### src/rtl/flag_cond_unit.sv
// -----------------------------------------------------------------------------
// flag_cond_unit
//
// Holds the ALU flags (N, Z, C, V) in a register and evaluates condition-code
// requests against them through a single-outstanding valid/ready handshake.
// A request that arrives while no valid flags are held parks in WAIT until
// the next flag write. The result is produced one cycle after acceptance
// (EVAL) and held in RESP until the consumer takes it. Responses that
// evaluate true are counted in a saturating 8-bit counter.
//
// Ports
//   clk         rising-edge clock
//   rst_n       asynchronous active-low reset
//   flags_in    [3:0] ALU flags, {N, Z, C, V}
//   flags_we    capture flags_in at the rising edge (wins over flags_inv)
//   flags_inv   invalidate the held flags at the rising edge
//   cond_valid  condition request present
//   cond_code   [3:0] condition code to evaluate
//   cond_ready  block can accept a request (only in IDLE)
//   resp_valid  response valid (only in RESP)
//   resp_ready  consumer accepts the response
//   resp_taken  evaluated condition result
//   flags_q     [3:0] held flags register
//   flags_ok    flags_q holds valid flags
//   taken_cnt   [7:0] saturating count of true responses
// -----------------------------------------------------------------------------
module flag_cond_unit (
    input  logic       clk,
    input  logic       rst_n,
    input  logic [3:0] flags_in,
    input  logic       flags_we,
    input  logic       flags_inv,
    input  logic       cond_valid,
    input  logic [3:0] cond_code,
    output logic       cond_ready,
    output logic       resp_valid,
    input  logic       resp_ready,
    output logic       resp_taken,
    output logic [3:0] flags_q,
    output logic       flags_ok,
    output logic [7:0] taken_cnt
);

    typedef enum logic [1:0] {
        ST_IDLE = 2'd0,
        ST_WAIT = 2'd1,
        ST_EVAL = 2'd2,
        ST_RESP = 2'd3
    } state_t;

    // Condition evaluation over the flag vector {N, Z, C, V}.
    function automatic logic cond_eval(input logic [3:0] code, input logic [3:0] flg);
        logic n_f;
        logic z_f;
        logic c_f;
        logic v_f;
        logic res;
        n_f = flg[3];
        z_f = flg[2];
        c_f = flg[1];
        v_f = flg[0];
        case (code)
            4'd0:    res = z_f;
            4'd1:    res = ~z_f;
            4'd2:    res = c_f;
            4'd3:    res = ~c_f;
            4'd4:    res = n_f;
            4'd5:    res = ~n_f;
            4'd6:    res = v_f;
            4'd7:    res = ~v_f;
            4'd8:    res = c_f & ~z_f;
            4'd9:    res = ~c_f | z_f;
            4'd10:   res = (n_f == v_f);
            4'd11:   res = (n_f != v_f);
            4'd12:   res = ~z_f & (n_f == v_f);
            4'd13:   res = z_f | (n_f != v_f);
            4'd14:   res = 1'b1;
            4'd15:   res = 1'b0;
            default: res = 1'b0;
        endcase
        return res;
    endfunction

    state_t     state_r;
    state_t     state_next_s;
    logic       accept_s;
    logic       eval_s;
    logic       eval_hit_s;
    logic       cnt_sat_s;

    logic [3:0] code_r;
    logic [3:0] flags_q_r;
    logic       flags_ok_r;
    logic       resp_valid_r;
    logic       resp_taken_r;
    logic [7:0] taken_cnt_r;

    // Evaluation reads the registered flags, so a write landing on the EVAL
    // edge or later cannot disturb the result already being produced.
    assign eval_s     = (state_r == ST_EVAL);
    assign eval_hit_s = cond_eval(code_r, flags_q_r);
    assign cnt_sat_s  = (taken_cnt_r == 8'hFF);

    // Next-state logic and request acceptance.
    always_comb begin
        state_next_s = state_r;
        accept_s     = 1'b0;
        case (state_r)
            ST_IDLE: begin
                if (cond_valid) begin
                    accept_s = 1'b1;
                    // A flag write in the accept cycle makes flags valid for EVAL.
                    if (flags_ok_r || flags_we) begin
                        state_next_s = ST_EVAL;
                    end else begin
                        state_next_s = ST_WAIT;
                    end
                end else begin
                    state_next_s = ST_IDLE;
                end
            end
            ST_WAIT: begin
                // Invalidation here is irrelevant: only a fresh write releases us.
                if (flags_we) begin
                    state_next_s = ST_EVAL;
                end else begin
                    state_next_s = ST_WAIT;
                end
            end
            ST_EVAL: begin
                state_next_s = ST_RESP;
            end
            ST_RESP: begin
                if (resp_ready) begin
                    state_next_s = ST_IDLE;
                end else begin
                    state_next_s = ST_RESP;
                end
            end
            default: begin
                state_next_s = ST_IDLE;
            end
        endcase
    end

    // FSM state register.
    always_ff @(posedge clk or negedge rst_n) begin
        if (!rst_n) begin
            state_r <= ST_IDLE;
        end else begin
            state_r <= state_next_s;
        end
    end

    // Latch the condition code only on acceptance; later changes are ignored.
    always_ff @(posedge clk or negedge rst_n) begin
        if (!rst_n) begin
            code_r <= 4'd0;
        end else if (accept_s) begin
            code_r <= cond_code;
        end else begin
            code_r <= code_r;
        end
    end

    // Flag register: write wins over invalidate, runs in every FSM state.
    always_ff @(posedge clk or negedge rst_n) begin
        if (!rst_n) begin
            flags_q_r  <= 4'b0000;
            flags_ok_r <= 1'b0;
        end else if (flags_we) begin
            flags_q_r  <= flags_in;
            flags_ok_r <= 1'b1;
        end else if (flags_inv) begin
            flags_q_r  <= flags_q_r;
            flags_ok_r <= 1'b0;
        end else begin
            flags_q_r  <= flags_q_r;
            flags_ok_r <= flags_ok_r;
        end
    end

    // Response valid tracks entry into / exit from RESP as a registered flag.
    always_ff @(posedge clk or negedge rst_n) begin
        if (!rst_n) begin
            resp_valid_r <= 1'b0;
        end else begin
            resp_valid_r <= (state_next_s == ST_RESP);
        end
    end

    // Result is captured once in EVAL and held until the next evaluation.
    always_ff @(posedge clk or negedge rst_n) begin
        if (!rst_n) begin
            resp_taken_r <= 1'b0;
        end else if (eval_s) begin
            resp_taken_r <= eval_hit_s;
        end else begin
            resp_taken_r <= resp_taken_r;
        end
    end

    // Saturating count of true evaluations; sticks at 255.
    always_ff @(posedge clk or negedge rst_n) begin
        if (!rst_n) begin
            taken_cnt_r <= 8'd0;
        end else if (eval_s && eval_hit_s && !cnt_sat_s) begin
            taken_cnt_r <= taken_cnt_r + 8'd1;
        end else begin
            taken_cnt_r <= taken_cnt_r;
        end
    end

    // cond_ready is a pure decode of IDLE so it reads 1 during reset.
    assign cond_ready = (state_r == ST_IDLE);
    assign resp_valid = resp_valid_r;
    assign resp_taken = resp_taken_r;
    assign flags_q    = flags_q_r;
    assign flags_ok   = flags_ok_r;
    assign taken_cnt  = taken_cnt_r;

endmodule
### config.mk
export PLATFORM = sky130hd
export DESIGN_NAME = flag_cond_unit
export DESIGN_NICKNAME = d
export VERILOG_FILES = /design/src/rtl/flag_cond_unit.sv
export SDC_FILE = /design/constraint.sdc
export NUM_CORES = 1
export LEC_CHECK = 0
export ABC_CLOCK_PERIOD_IN_PS = 1900
export CORE_MARGIN = 5
export CORE_UTILIZATION = 45
export CTS_BUF_LIST = sky130_fd_sc_hd__clkbuf_4 sky130_fd_sc_hd__clkbuf_8
export CTS_CLUSTER_SIZE = 8
export DETAILED_ROUTE_END_ITERATION = 12
export GPL_ROUTABILITY_DRIVEN = 0
export PLACE_DENSITY = 0.85
export REMOVE_ABC_BUFFERS = 1
export SETUP_SLACK_MARGIN = 0.5
export SLEW_MARGIN = 20
export SYNTH_ARGS = -nofsm -noshare
export SYNTH_HDL_FRONTEND = slang
export SYNTH_SLANG_ARGS = --single-unit
export TNS_END_PERCENT = 30
### constraint.sdc
create_clock -name clk -period 1.9 [get_ports clk]
set_input_delay 0.19 -clock clk [delete_from_list [all_inputs] [get_ports clk]]
set_output_delay 0.19 -clock clk [all_outputs]
set_load 0.01 [all_outputs]
* After elaboration in Yosys (flattened, before gate mapping)
Cells that the tools add are included.
Storage, ports and cells: flip-flop bits (word level) 21, output and inout port bits 16, input bits 14, word-level logic and storage cells 55
Operators by class: add/sub/neg operators 1, equality and inequality tests 22, muxes and demuxes 10, bitwise gates (word level) 8, reductions and logical operators 7
Operators with widths (count):
- $eq A4 B4 Y1 const B | 8
- $eq A4 B3 Y1 const B | 4
- $pmux W1 S16 | 1
- $add A8 B1 Y8 const B | 1
- $eq A4 B2 Y1 const B | 2
- $eq A8 B8 Y1 const B | 1
- $mux W2 | 4
- $pmux W2 S4 | 1
- $eq A2 B2 Y1 const B | 3
- $eq A4 B1 Y1 const B | 1
- $logic_not A4 Y1 | 1
- $mux W1 | 4
- $not A1 Y1 | 4
- $and A1 B1 Y1 | 2
- $eq A2 B1 Y1 const B | 1
- $logic_and A1 B1 Y1 | 2
- $logic_not A2 Y1 | 1
- $or A1 B1 Y1 | 2
- $reduce_bool A2 Y1 | 1
- $eq A1 B1 Y1 | 1
- $logic_not A1 Y1 | 1
- $logic_or A1 B1 Y1 | 1
- $ne A1 B1 Y1 | 1

* Logic depth before layout (Yosys ltp)
Gate-level depths: netlist (run 1).
depth after elaboration 5, mapped depth 8, depth with buffers taken out 6

* Worst setup path after synthesis (run 1)
Ideal clock, no wire load.
kind reg2reg, start point register flags_q_r[3], in the netlist flags_q[3], end point register taken_cnt_r[1], in the netlist taken_cnt[1], arrival 1.992 ns, path slack -0.217 ns, data required time 1.775 ns, setup time 0.125 ns, cell stages (with the launch flop) 8, path through dfrtp_1 xor2_1 mux2i_1 o211ai_1 or4_4 buf_6 nand2_4 mux2_4
On the way: longest elaborated chain between the ends 5
Ends and longest elaborated chain:
- start, declared | RTL line 92 | logic [3:0] flags_q_r;
- start signal, assigned | RTL line 172 | flags_q_r <= flags_in;
- start signal, assigned | RTL line 175 | flags_q_r <= flags_q_r;
- start signal, assigned | RTL line 178 | flags_q_r <= flags_q_r;
- $ne A1 B1 Y1 or $eq A1 B1 Y1 (tied branches)
- $or A1 B1 Y1 or $and A1 B1 Y1 (tied branches) | RTL line 76, 75
- $pmux W1 S16 * | RTL line 62 | case (code)
- $logic_and A1 B1 Y1 * (2 in series) | RTL line 207 | end else if (eval_s && eval_hit_s && !cnt_sat_s) begin
- end signal, assigned | RTL line 208 | taken_cnt_r <= taken_cnt_r + 8'd1;
- end signal, assigned | RTL line 210 | taken_cnt_r <= taken_cnt_r;
- end, declared | RTL line 96 | logic [7:0] taken_cnt_r;
Mark *: on every way between the ends. The rest lies on a longest branch, timed or not. A chain may end at the register's enable or synchronous reset.

* Final worst setup path (run 1)
start point register flags_q_r[1], in the netlist flags_q[1], end point register taken_cnt_r[1], in the netlist taken_cnt[1]
On the way: longest elaborated chain between the ends 5
Ends and longest elaborated chain:
- $not A1 Y1 | RTL line 66, 72
- $or A1 B1 Y1 | RTL line 72 | 4'd9: res = ~c_f | z_f;
- $pmux W1 S16 * | RTL line 62
- $logic_and A1 B1 Y1 * (2 in series) | RTL line 207
Marked as above.

==> metrics.csv, run 1 <==
stage,metric,value,unit
run_status,status,"complete, but fails checks",
run_status,failing checks,negative setup slack,
timing,setup TNS,-0.936,ns
timing,Final Hold Viols,0,
global_route,first-pass GRT wire length,4550,um
route,DRC errors left,0,
floorplan,Die ar.,3670,sq um
layout,Nets,173,
clocking,Clock transition at path regs,0.12,ns
floorplan,Die W,60.6,um
synthesis,synthesized flop and latch total,21,
timing,RSZ-0062 raised after global routing,yes,
floorplan,IO Count,30,
placed_design,hpwl dp,2090,um
synthesis,"top cells by count, synth","dfrtp_1 (21), mux2_2 (7), nor2_1 (7)",
pwr,Leak,0.787,nW
worst_setup_path,crit path kind,flip-flop to flip-flop,
synthesis,register area share after synthesis,0.456,
placed_design,"worst slack, placed",-0.135,ns
route,WL final,2940,um
timing,Slew HR,0.723,
synthesis,share of flip-flops with an asynchronous set or reset,1.00,
route,vias,989,
floorplan,initial core utilization,0.469,
timing,Final setup viols,8,
route,DR vias/cell,5.29,
worst_setup_path,critical path launch point type,flip-flop,
job,Max Cap Viol,0,
floorplan,FP Rows,18,
synthesis,ranking of synthesized cells by area,"dfrtp_1 (46%), mux2_2 (6.8%), xnor2_1 (4.6%), buf_6 (2.9%), nor2b_1 (2.7%)",
global_route,Overall Global Routing Usage,0.166,
layout,ANT cells,0,
timing,Max Fclk,487,MHz
synthesis,Yosys cell types,40,
synthesis,Synth area leader,dfrtp_1,
route,Routed Antenna Nets,0,
clocking,Max clock buf depth,2,
worst_setup_path,Worst EP arrival,2.25,ns
layout,area growth from synthesis to layout,45.6,%
synthesis,most frequent cell after synthesis,dfrtp_1,
hold_path,Hold Path Class,primary input to async pin,
floorplan,CORE AREA,2450,sq um
layout,fraction of layout cells with a size suffix above 1,0.344,
clocking,H-tree lvl count,1,
synthesis,Most used DFF post-synth,dfrtp_1,
global_route,initial antenna violation count,0,
timing,fin crit share,1.08,
floorplan,Die H,60.6,um
worst_setup_path,Critical Path RT,2.10,ns
pwr,Pwr Density,1380,nW/um^2
synthesis,"EDFF count, synth",0,
synthesis,Post-Synthesis Cells,107,
global_route,largest net degree at the start of global routing,22,
clocking,CTS Root Cell,clkbuf_4,
timing,"Slew Viols, Final",0,
clocking,hold_buf cts,0,
pwr,total power,0.00232,W
timing,clk_skew,0.00437,ns
pwr,VDD IR-drop max,0.950,mV
global_route,vias in the first global route,981,
route,drt pass-1 iters,4,
placed_design,Port Buffers,29,
route,Routed WL per cell,15.7,um
synthesis,top-area cell type share of the netlist area,0.456,
clocking,number of CTS-inserted buffers,3,
synthesis,"Warnings, synthesis",0,
timing,Worst-Margin Slew,0.414,ns
timing,Tmin final,2.05,ns
synthesis,mapped cell area,1150,sq um
timing,Final WS setup,-0.152,ns
synthesis,Mapped Avg Cell Area,10.8,sq um
global_route,grt ovf,0,
clocking,clock net sink count,21,
worst_setup_path,nature of the critical path endpoint,flip-flop,
clocking,CTS tree,done,
worst_setup_path,Worst Path Max Fanout,4,
route,DRT iter0 DRCs,34,
clocking,clock latency on the worst-skew pair,0.30,ns
[sequential cells by signal (all words and copies together) (netlist names)]
signal	count
flags_q	4
flags_ok	1
state_r	2
taken_cnt	8
code_r	4
resp_valid	1
resp_taken	1
[layout by cell type (no fill, tap or decap), types with 3 or more instances in the layout]
cell type	n
a21oi_1	4
and3_1	3
buf_4	18
buf_6	5
clkbuf_4	3
clkdlybuf4s50_1	13
dfrtp_1	17
dfrtp_2	4
dlygate4sd2_1	11
inv_1	3
mux2_2	7
nand2_1	5
nand3_1	3
nand4_1	3
nor2_1	7
nor2b_1	4
xnor2_1	4
[logic make-up after synthesis]
family,after synthesis,share of synthesized area
buffers and inverters,9,0.0499
AND/OR/NAND/NOR,39,0.193
XOR/XNOR,8,0.0608
adder cells (fa/ha/maj),1,0.0109
AO/OA/AOI/OAI,20,0.139
multiplexers,9,0.0901
flip-flops,21,0.456
[worst paths after layout]
check | endpoint | startpoint | slack, ns | cells past startpoint
max in group asynchronous | code_r[1]$_DFFE_PN0P_ | rst_n | 1.45 | 2
worst max register to register | taken_cnt[1]$_DFFE_PN0P_ | flags_q[1]$_DFFE_PN0P_ | -0.15 | 7
min in group clk | code_r[2]$_DFFE_PN0P_ | cond_code[2] | 0.43 | 3
worst max-delay path | taken_cnt[1]$_DFFE_PN0P_ | flags_q[1]$_DFFE_PN0P_ | -0.15 | 7
worst min register to register | taken_cnt[4]$_DFFE_PN0P_ | taken_cnt[4]$_DFFE_PN0P_ | 0.50 | 1
worst min-delay path | code_r[2]$_DFFE_PN0P_ | rst_n | 0.22 | 2
[per-stage QoR]
stage               std cells  hold slack (ns)  area (sq um)   util
finish                    187            0.221          1680  0.683
global placement          176            0.488          1550  0.633
CTS                       182            0.227          1590  0.647
global route              187            0.233          1680  0.683
detailed placement        176            0.494          1550  0.633
floorplan                 101           -0.106          1110      -
[critical path: stages, from the launching register on]
cell	delay [ns]
dfrtp_1	0.43
buf_4	0.14
or3b_1	0.11
a21oi_1	0.07
o31a_1	0.24
or4_4	0.57
nand2_4	0.09
mux2_4	0.30
[timing repair]
| item | CTS | global route |
|---|---|---|
| endpoints found under the setup margin | 24 | 14 |
| buffers inserted | 2 | 5 |
| pin swaps | 2 | 9 |
| gates resized for setup | 22 | 18 |
[cell type report]
type / instances / area [sq um]
sequential: 21 / 531
timing repair buffer: 52 / 460
tap: 30 / 37.5
inverter: 3 / 11.3
clock inverter: 1 / 5.00
clock buffer: 3 / 22.5
fill: 199 / 777
multi-input combinational: 77 / 611
[report_power, final]
part           internal (W)  switching (W)  leakage [nW]
registers          0.000599       0.000194         0.252
logic              0.000737       0.000574         0.518
clock network     0.0000785       0.000138        0.0177
[routing by layer]
layer | part of all wire | vias up | track usage
met5 | 0 | - | 0
met4 | 0.016 | 0 | 0.0557
met3 | 0.050 | 6 | 0.0255
met2 | 0.52 | 28 | 0.276
met1 | 0.42 | 481 | 0.220
li1 | - | 474 | -
(Power assumes the default switching activity.)
==> run 2: changes to the inputs <==
--- a/config.mk
+++ b/config.mk
@@ -6,12 +6,12 @@
 export NUM_CORES = 1
 export LEC_CHECK = 0
 export ABC_CLOCK_PERIOD_IN_PS = 1900
-export CORE_MARGIN = 5
 export CORE_UTILIZATION = 45
 export CTS_BUF_LIST = sky130_fd_sc_hd__clkbuf_4 sky130_fd_sc_hd__clkbuf_8
 export CTS_CLUSTER_SIZE = 8
 export DETAILED_ROUTE_END_ITERATION = 12
 export GPL_ROUTABILITY_DRIVEN = 0
+export MAX_ROUTING_LAYER = met4
 export PLACE_DENSITY = 0.85
 export REMOVE_ABC_BUFFERS = 1
 export SETUP_SLACK_MARGIN = 0.5
==> metrics.csv, run 2 (synthesized netlist as in run 1, its figures left out) <==
stage,metric,value,unit,change
run_status,status,"complete, but fails checks",,
run_status,failing checks,negative setup slack,,
worst_setup_path,critical path launch point type,flip-flop,,
worst_setup_path,CP max-delay cell,or4_4,,
timing,Max Fclk,490,MHz,+0.65%
worst_setup_path,critical path's largest stage delay,0.53,ns,-0.04 ns
clocking,Max clock buf depth,2,,unchanged
placed_design,hpwl dp,1880,um,-9.7%
worst_setup_path,worst reg2reg endpoint,taken_cnt[1]$_DFFE_PN0P_,,
pwr,Leak,0.761,nW,-3.3%
worst_setup_path,stages on the worst setup path,6,,-1
floorplan,Die ar.,2770,sq um,-25%
placed_design,Port Buffers,29,,unchanged
route,DRC errors left,0,,unchanged
timing,fin crit share,1.07,,-0.00692
layout,max FFs per register,8,,unchanged
worst_setup_path,R2R Path Start,flags_q[0]$_DFFE_PN0P_,,
pwr,NetSw,0.000880,W,-2.9%
global_route,largest net degree at the start of global routing,22,,unchanged
worst_setup_path,crit path kind,flip-flop to flip-flop,,
layout,fin util,0.710,,+0.0267
timing,Final setup viols,8,,unchanged
worst_setup_path,Critical Path RT,2.10,ns,about the same
layout,FILL cells,185,,-7.0%
pwr,VDD IR-drop max,0.911,mV,-4.0%
global_route,initial antenna violation count,0,,unchanged
layout,"commonest non-fill, non-tap cell in the layout",buf_4,,
layout,Nets,170,,-1.7%
floorplan,IO Count,30,,unchanged
clocking,number of CTS-inserted buffers,3,,unchanged
worst_setup_path,crit path to,taken_cnt[1]$_DFFE_PN0P_,,
worst_setup_path,nature of the critical path endpoint,flip-flop,,
global_route,grt ovf,0,,unchanged
worst_setup_path,critical-path cell list,xor2_2 > mux2i_1 > o211ai_1 > or4_4 > nand2_4 > mux2_4,,
timing,Final WS setup,-0.139,ns,+0.0132 ns
route,drt pass-1 iters,4,,unchanged
floorplan,FP Rows,17,,-1
floorplan,Die H,52.6,um,-13%
timing,"Slew Viols, Final",0,,unchanged
global_route,Overall Global Routing Usage,0.226,,+0.0596
timing,RSZ-0062 raised after global routing,yes,,
worst_setup_path,R2R cell count,6,,-1
route,vias,976,,-1.3%
floorplan,initial core utilization,0.497,,+0.0276
placed_design,"worst slack, placed",-0.202,ns,-0.0675 ns
clocking,H-tree lvl count,1,,unchanged
timing,Final Hold Viols,0,,unchanged
timing,Worst-Margin Slew,0.372,ns,-0.0426 ns
worst_setup_path,"CP delay by family, top",simple AND/OR/NAND/NOR gates,,
layout,most frequent cells in the layout,"buf_4 (18), dfrtp_1 (16), clkdlybuf4s50_1 (13), dlygate4sd2_1 (11), mux2_2 (7)",,
pwr,Net Sw Frac,0.389,,-0.00192
floorplan,Die W,52.6,um,-13%
route,Routed Antenna Nets,0,,unchanged
global_route,vias in the first global route,976,,-0.51%
clocking,CTS tree,done,,
layout,fraction of layout cells with a size suffix above 1,0.325,,-0.0193
pwr,Pwr Density,1380,nW/um^2,-0.52%
pwr,combinational power share,0.555,,-0.010
timing,clk_skew,0.000960,ns,-0.00341 ns
layout,area growth from synthesis to layout,42.9,%,
clocking,clock net sink count,21,,unchanged
timing,final hold slack,0.222,ns,+0.000325 ns
worst_setup_path,Critical Path Source,flags_q[0]$_DFFE_PN0P_,,
job,Max Cap Viol,0,,unchanged
floorplan,CORE AREA,2320,sq um,-5.6%
layout,Finished Layout Cells,182,,-2.7%
worst_setup_path,Worst Path Max Fanout,3,,-1
pwr,Clk pwr share,0.094,,about the same
pwr,Internal Power,0.00139,W,-2.1%
hold_path,Hold Path Class,primary input to async pin,,
placed_design,placed cells,171,,-2.8%
route,DRT iter0 DRCs,9,,-74%
clocking,clock latency on the worst-skew pair,0.30,ns,about the same
clocking,CTS Root Cell,clkbuf_4,,
clocking,Clock transition at path regs,0.12,ns,about the same
route,DR vias/cell,5.36,,+1.4%
timing,Tmin final,2.04,ns,-0.0132 ns
timing,setup TNS,-0.751,ns,+0.185 ns
worst_setup_path,Worst EP arrival,2.24,ns,about the same
pwr,sequential power share,0.352,,+0.010
worst_setup_path,buffers plus inverters on the worst setup path,0,,-1
worst_setup_path,reg2reg setup slack,-0.14,ns,about the same
timing,Slew HR,0.751,,+0.0282
route,WL final,2630,um,-10%
route,Routed WL per cell,14.4,um,-8.0%
global_route,first-pass GRT wire length,4280,um,-6.1%
layout,ANT cells,0,,unchanged
==> run 2: worst reg2reg max path, delay by kind of cell (launching register included) <==
kind / cells / cell delay, ns
muxes: 2 / 0.56
xor gates and xnor gates: 1 / 0.21
DFF: 1 / 0.44
AOI/OAI and AO/OA: 1 / 0.12
and+or+nand+nor: 2 / 0.62
==> run 2: power by group through the flow <==
stage	registers, W	logic (W)	clock network (W)
after floorplan	0.000813	0.000609	0
after global placement	0.000780	0.00113	0
after detailed placement	0.000790	0.00116	0
after CTS	0.000780	0.00125	0.000217
after global routing	0.000824	0.00136	0.000241
final	0.000797	0.00126	0.000212
==> run 2: metrics by stage <==
stage	cell area (sq um)	total power [W]
after floorplan	1110	0.00142
after CTS	1630	0.00225
after global routing	1650	0.00242
final	1650	0.00227
after global placement	1530	0.00191
after detailed placement	1530	0.00195
==> run 2: cell type report <==
class / instances / area [sq um] / area share
clock buffer: 3 / 22.5 / 0.0137
clock inverter: 1 / 5.00 / 0.00304
inverter: 3 / 11.3 / 0.00684
multi-input combinational: 77 / 609 / 0.370
sequential: 21 / 532 / 0.323
tap: 28 / 35.0 / 0.0213
timing repair buffer: 49 / 432 / 0.262
==> run 2: metal layers <==
layer / share of wire / GRT usage / vias to the layer above / wire [um]
li1: - / - / 467 / -
met1: 0.43 / 0.266 / 474 / 1120
met2: 0.51 / 0.388 / 31 / 1340
met3: 0.053 / 0.0261 / 4 / 138
met4: 0.0095 / 0.0921 / 0 / 25
met5: 0 / - / - / 0
==> run 2: repair_timing <==
item                       in CTS  in global routing
resized for setup              28                  9
pin swaps                       6                  3
buffers inserted                7                  0
setup endpoints to repair      24                 15
cloned                          0                  0
hold buffers                    0                  0
==> run 2: worst min path at each step <==
stage	from	to	slack, ns	depth (start not counted)
final	rst_n	code_r[2]$_DFFE_PN0P_	0.22	2
after global routing	rst_n	flags_q[3]$_DFFE_PN0P_	0.23	2
after CTS	rst_n	flags_q[1]$_DFFE_PN0P_	0.23	2
after detailed placement	taken_cnt[4]$_DFFE_PN0P_	taken_cnt[4]$_DFFE_PN0P_	0.50	1
after global placement	taken_cnt[4]$_DFFE_PN0P_	taken_cnt[4]$_DFFE_PN0P_	0.49	1
after floorplan	rst_n	code_r[0]$_DFFE_PN0P_	-0.11	0
==> run 3: changes to the inputs <==
==> config.mk (replaced) <==
export PLATFORM = sky130hd
export DESIGN_NAME = flag_cond_unit
export DESIGN_NICKNAME = d
export VERILOG_FILES = /design/src/rtl/flag_cond_unit.sv
export SDC_FILE = /design/constraint.sdc
export NUM_CORES = 1
export LEC_CHECK = 0
export ABC_CLOCK_PERIOD_IN_PS = 1900
export CORE_UTILIZATION = 43
export CTS_BUF_LIST = sky130_fd_sc_hd__clkbuf_16
export CTS_CLUSTER_SIZE = 8
export DETAILED_ROUTE_END_ITERATION = 12
export GPL_ROUTABILITY_DRIVEN = 0
export MAX_ROUTING_LAYER = met4
export PLACE_DENSITY = 0.82
export RECOVER_POWER = 50
export REMOVE_ABC_BUFFERS = 1
export SETUP_SLACK_MARGIN = 0.5
export SLEW_MARGIN = 20
export SYNTH_ARGS = -nofsm -noshare
export SYNTH_HDL_FRONTEND = slang
export SYNTH_SLANG_ARGS = --single-unit
export TNS_END_PERCENT = 20
==> metrics.csv, run 3 (synthesized netlist as in run 1, its figures left out) <==
stage,metric,value,unit,change
placed_design,Port Buffers,29,,unchanged
job,Max Cap Viol,0,,unchanged
global_route,vias in the first global route,920,,-5.7%
global_route,first-pass GRT wire length,4310,um,+0.63%
floorplan,IO Count,30,,unchanged
pwr,Pwr Density,1480,nW/um^2,+7.8%
floorplan,Die ar.,2890,sq um,+4.5%
clocking,CTS tree,done,,
timing,Final WS setup,-0.156,ns,-0.0174 ns
timing,Worst-Margin Slew,1.14,ns,+0.768 ns
worst_setup_path,critical path's largest stage delay,0.60,ns,+0.07 ns
route,WL final,2790,um,+6.3%
timing,Final setup viols,8,,unchanged
worst_setup_path,buffers plus inverters on the worst setup path,1,,+1
worst_setup_path,crit path kind,flip-flop to flip-flop,,
run_status,failing checks,negative setup slack,,
route,DRT iter0 DRCs,26,,+17
timing,Max Fclk,486,MHz,-0.84%
route,DRC errors left,0,,unchanged
worst_setup_path,CP max-delay cell,or4_4,,
layout,Multi-input gate area,582,sq um,-4.5%
layout,Reg area,529,sq um,-0.47%
clocking,CTS Root Cell,clkbuf_16,,
layout,most frequent cells in the layout,"dfrtp_1 (18), buf_4 (15), clkdlybuf4s50_1 (14), dlygate4sd2_1 (8)",,
worst_setup_path,critical-path cell list,buf_4 > nor2b_1 > o21ai_1 > o211ai_1 > or4_4 > nand2_4 > mux2_4,,
layout,Nets,167,,-1.8%
floorplan,initial core utilization,0.461,,-0.0361
layout,"commonest non-fill, non-tap cell in the layout",dfrtp_1,,
layout,max FFs per register,8,,unchanged
clocking,clock net sink count,21,,unchanged
layout,area growth from synthesis to layout,43.6,%,
worst_setup_path,Worst Path Max Fanout,4,,+1
route,routed length on met3,113,um,-18%
timing,setup TNS,-0.746,ns,+0.00528 ns
timing,fin crit share,1.08,,+0.00913
timing,RSZ-0062 raised after global routing,yes,,
global_route,grt ovf,0,,unchanged
worst_setup_path,Worst EP arrival,2.19,ns,-0.05 ns
timing,final hold slack,0.495,ns,+0.273 ns
worst_setup_path,reg2reg setup slack,-0.16,ns,-0.02 ns
route,routed wl met2,1470,um,+9.2%
clocking,number of CTS-inserted buffers,3,,unchanged
placed_design,"worst slack, placed",-0.170,ns,+0.0316 ns
timing,Slew HR,0.240,,-0.511
floorplan,Die W,53.8,um,+2.2%
worst_setup_path,R2R cell count,7,,+1
route,vias,982,,+0.61%
pwr,Leak,0.783,nW,+2.9%
worst_setup_path,Critical Path RT,2.04,ns,-0.06 ns
worst_setup_path,worst reg2reg endpoint,taken_cnt[1]$_DFFE_PN0P_,,
floorplan,FP Rows,18,,+1
worst_setup_path,stages on the worst setup path,7,,+1
clocking,Max clock buf depth,2,,unchanged
layout,FILL cells,199,,+7.6%
pwr,VDD IR-drop max,0.892,mV,-2.1%
route,met1 WL,1200,um,+6.8%
timing,Final Hold Viols,0,,unchanged
clocking,Clock transition at path regs,0.06,ns,-0.06 ns
worst_setup_path,critical path launch point type,flip-flop,,
worst_setup_path,"CP delay by family, top",simple AND/OR/NAND/NOR gates,,
floorplan,CORE AREA,2500,sq um,+7.8%
floorplan,Die H,53.8,um,+2.2%
timing,Tmin final,2.06,ns,+0.0173 ns
placed_design,hpwl dp,1970,um,+4.4%
global_route,largest net degree at the start of global routing,22,,unchanged
timing,clk_skew,0.00140,ns,+0.000445 ns
worst_setup_path,nature of the critical path endpoint,flip-flop,,
route,Routed WL per cell,15.4,um,+6.9%
route,top layer in use,met4,,
clocking,H-tree lvl count,1,,unchanged
run_status,status,"complete, but fails checks",,
route,DR vias/cell,5.43,,+1.2%
hold_path,Hold Crit Depth,3,,
worst_setup_path,R2R Path Start,flags_q[1]$_DFFE_PN0P_,,
route,drt pass-1 iters,4,,unchanged
hold_path,hold worst-path end,code_r[2]$_DFFE_PN0P_,,
global_route,initial antenna violation count,0,,unchanged
timing,"Slew Viols, Final",0,,unchanged
route,Routed Antenna Nets,0,,unchanged
hold_path,Hold Startpoint,cond_code[2],,
layout,ANT cells,0,,unchanged
layout,fraction of layout cells with a size suffix above 1,0.265,,-0.0598
global_route,Overall Global Routing Usage,0.218,,-0.00771
hold_path,Hold Path Class,primary input to flip-flop,,
clocking,clock latency on the worst-skew pair,0.25,ns,-0.05 ns
run 3: cell count changes in the layout (fill, tap and decap cells not counted), sizes merged:
cell,change
clkbuf,+1
dlygate4sd2,-3
dlymetal6s2s,+2
buf,-5
dlygate4sd3,+2
clkdlybuf4s25,+1
clkdlybuf4s50,+1
clkdlybuf4s15,-2
run 3: worst max-delay path by stage:
stage                                to              startpoint  slack (ns)
4_1_cts        taken_cnt[1]$_DFFE_PN0P_  flags_q[0]$_DFFE_PN0P_       -0.16
5_1_grt        taken_cnt[1]$_DFFE_PN0P_  flags_q[0]$_DFFE_PN0P_       -0.24
6_report       taken_cnt[1]$_DFFE_PN0P_  flags_q[1]$_DFFE_PN0P_       -0.16
2_1_floorplan  taken_cnt[1]$_DFFE_PN0P_  flags_q[3]$_DFFE_PN0P_       -0.17
3_3_place_gp   taken_cnt[1]$_DFFE_PN0P_  flags_q[3]$_DFFE_PN0P_       -0.09
3_5_place_dp   taken_cnt[1]$_DFFE_PN0P_   code_r[1]$_DFFE_PN0P_       -0.17
run 3: final cells by class:
| cell class | instances | area share |
|---|---|---|
| timing repair buffer | 46 | 0.251 |
| multi-input combinational | 77 | 0.351 |
| sequential | 21 | 0.320 |
| clock inverter | 1 | 0.00302 |
| clock buffer | 3 | 0.0454 |
| tap | 30 | 0.0227 |
| inverter | 3 | 0.00680 |
run 3: metrics by stage:
step,util,cells,total power (W),area (sq um)
detailed placement,0.616,174,0.00195,1540
CTS,0.650,180,0.00241,1630
floorplan,-,101,0.00142,1110
finish,0.662,181,0.00246,1660
global route,0.662,181,0.00259,1660
global placement,0.616,174,0.00190,1540
run 3: metal layers:
| layer | global-route usage | vias to the layer above |
|---|---|---|
| li1 | - | 459 |
| met1 | 0.246 | 492 |
| met2 | 0.389 | 29 |
| met3 | 0.0452 | 2 |
| met4 | 0.0526 | 0 |
| met5 | - | - |
run 3: repair_timing:
| item | 4_1_cts | 5_1_grt |
|---|---|---|
| buffers inserted | 2 | 1 |
| hold buffers | 0 | 0 |
| setup endpoints to repair | 18 | 17 |
| hold endpoints to repair | 0 | 0 |
| pin swaps | 2 | 5 |
| resized for setup | 11 | 10 |
| cloned | 0 | 0 |
run 3: tightest hold or removal path: cells and delay by family:
kind	cells	cell delay, ns
buf+inv	1	0.40
compound gates	1	0.06
simple gates	1	0.05
run 3: power breakdown:
part / switching [W] / total, W / internal [W]
combinational: 0.000554 / 0.00122 / 0.000665
sequential: 0.000196 / 0.000797 / 0.000601
clock: 0.000157 / 0.000439 / 0.000282
total: 0.000907 / 0.00246 / 0.00155
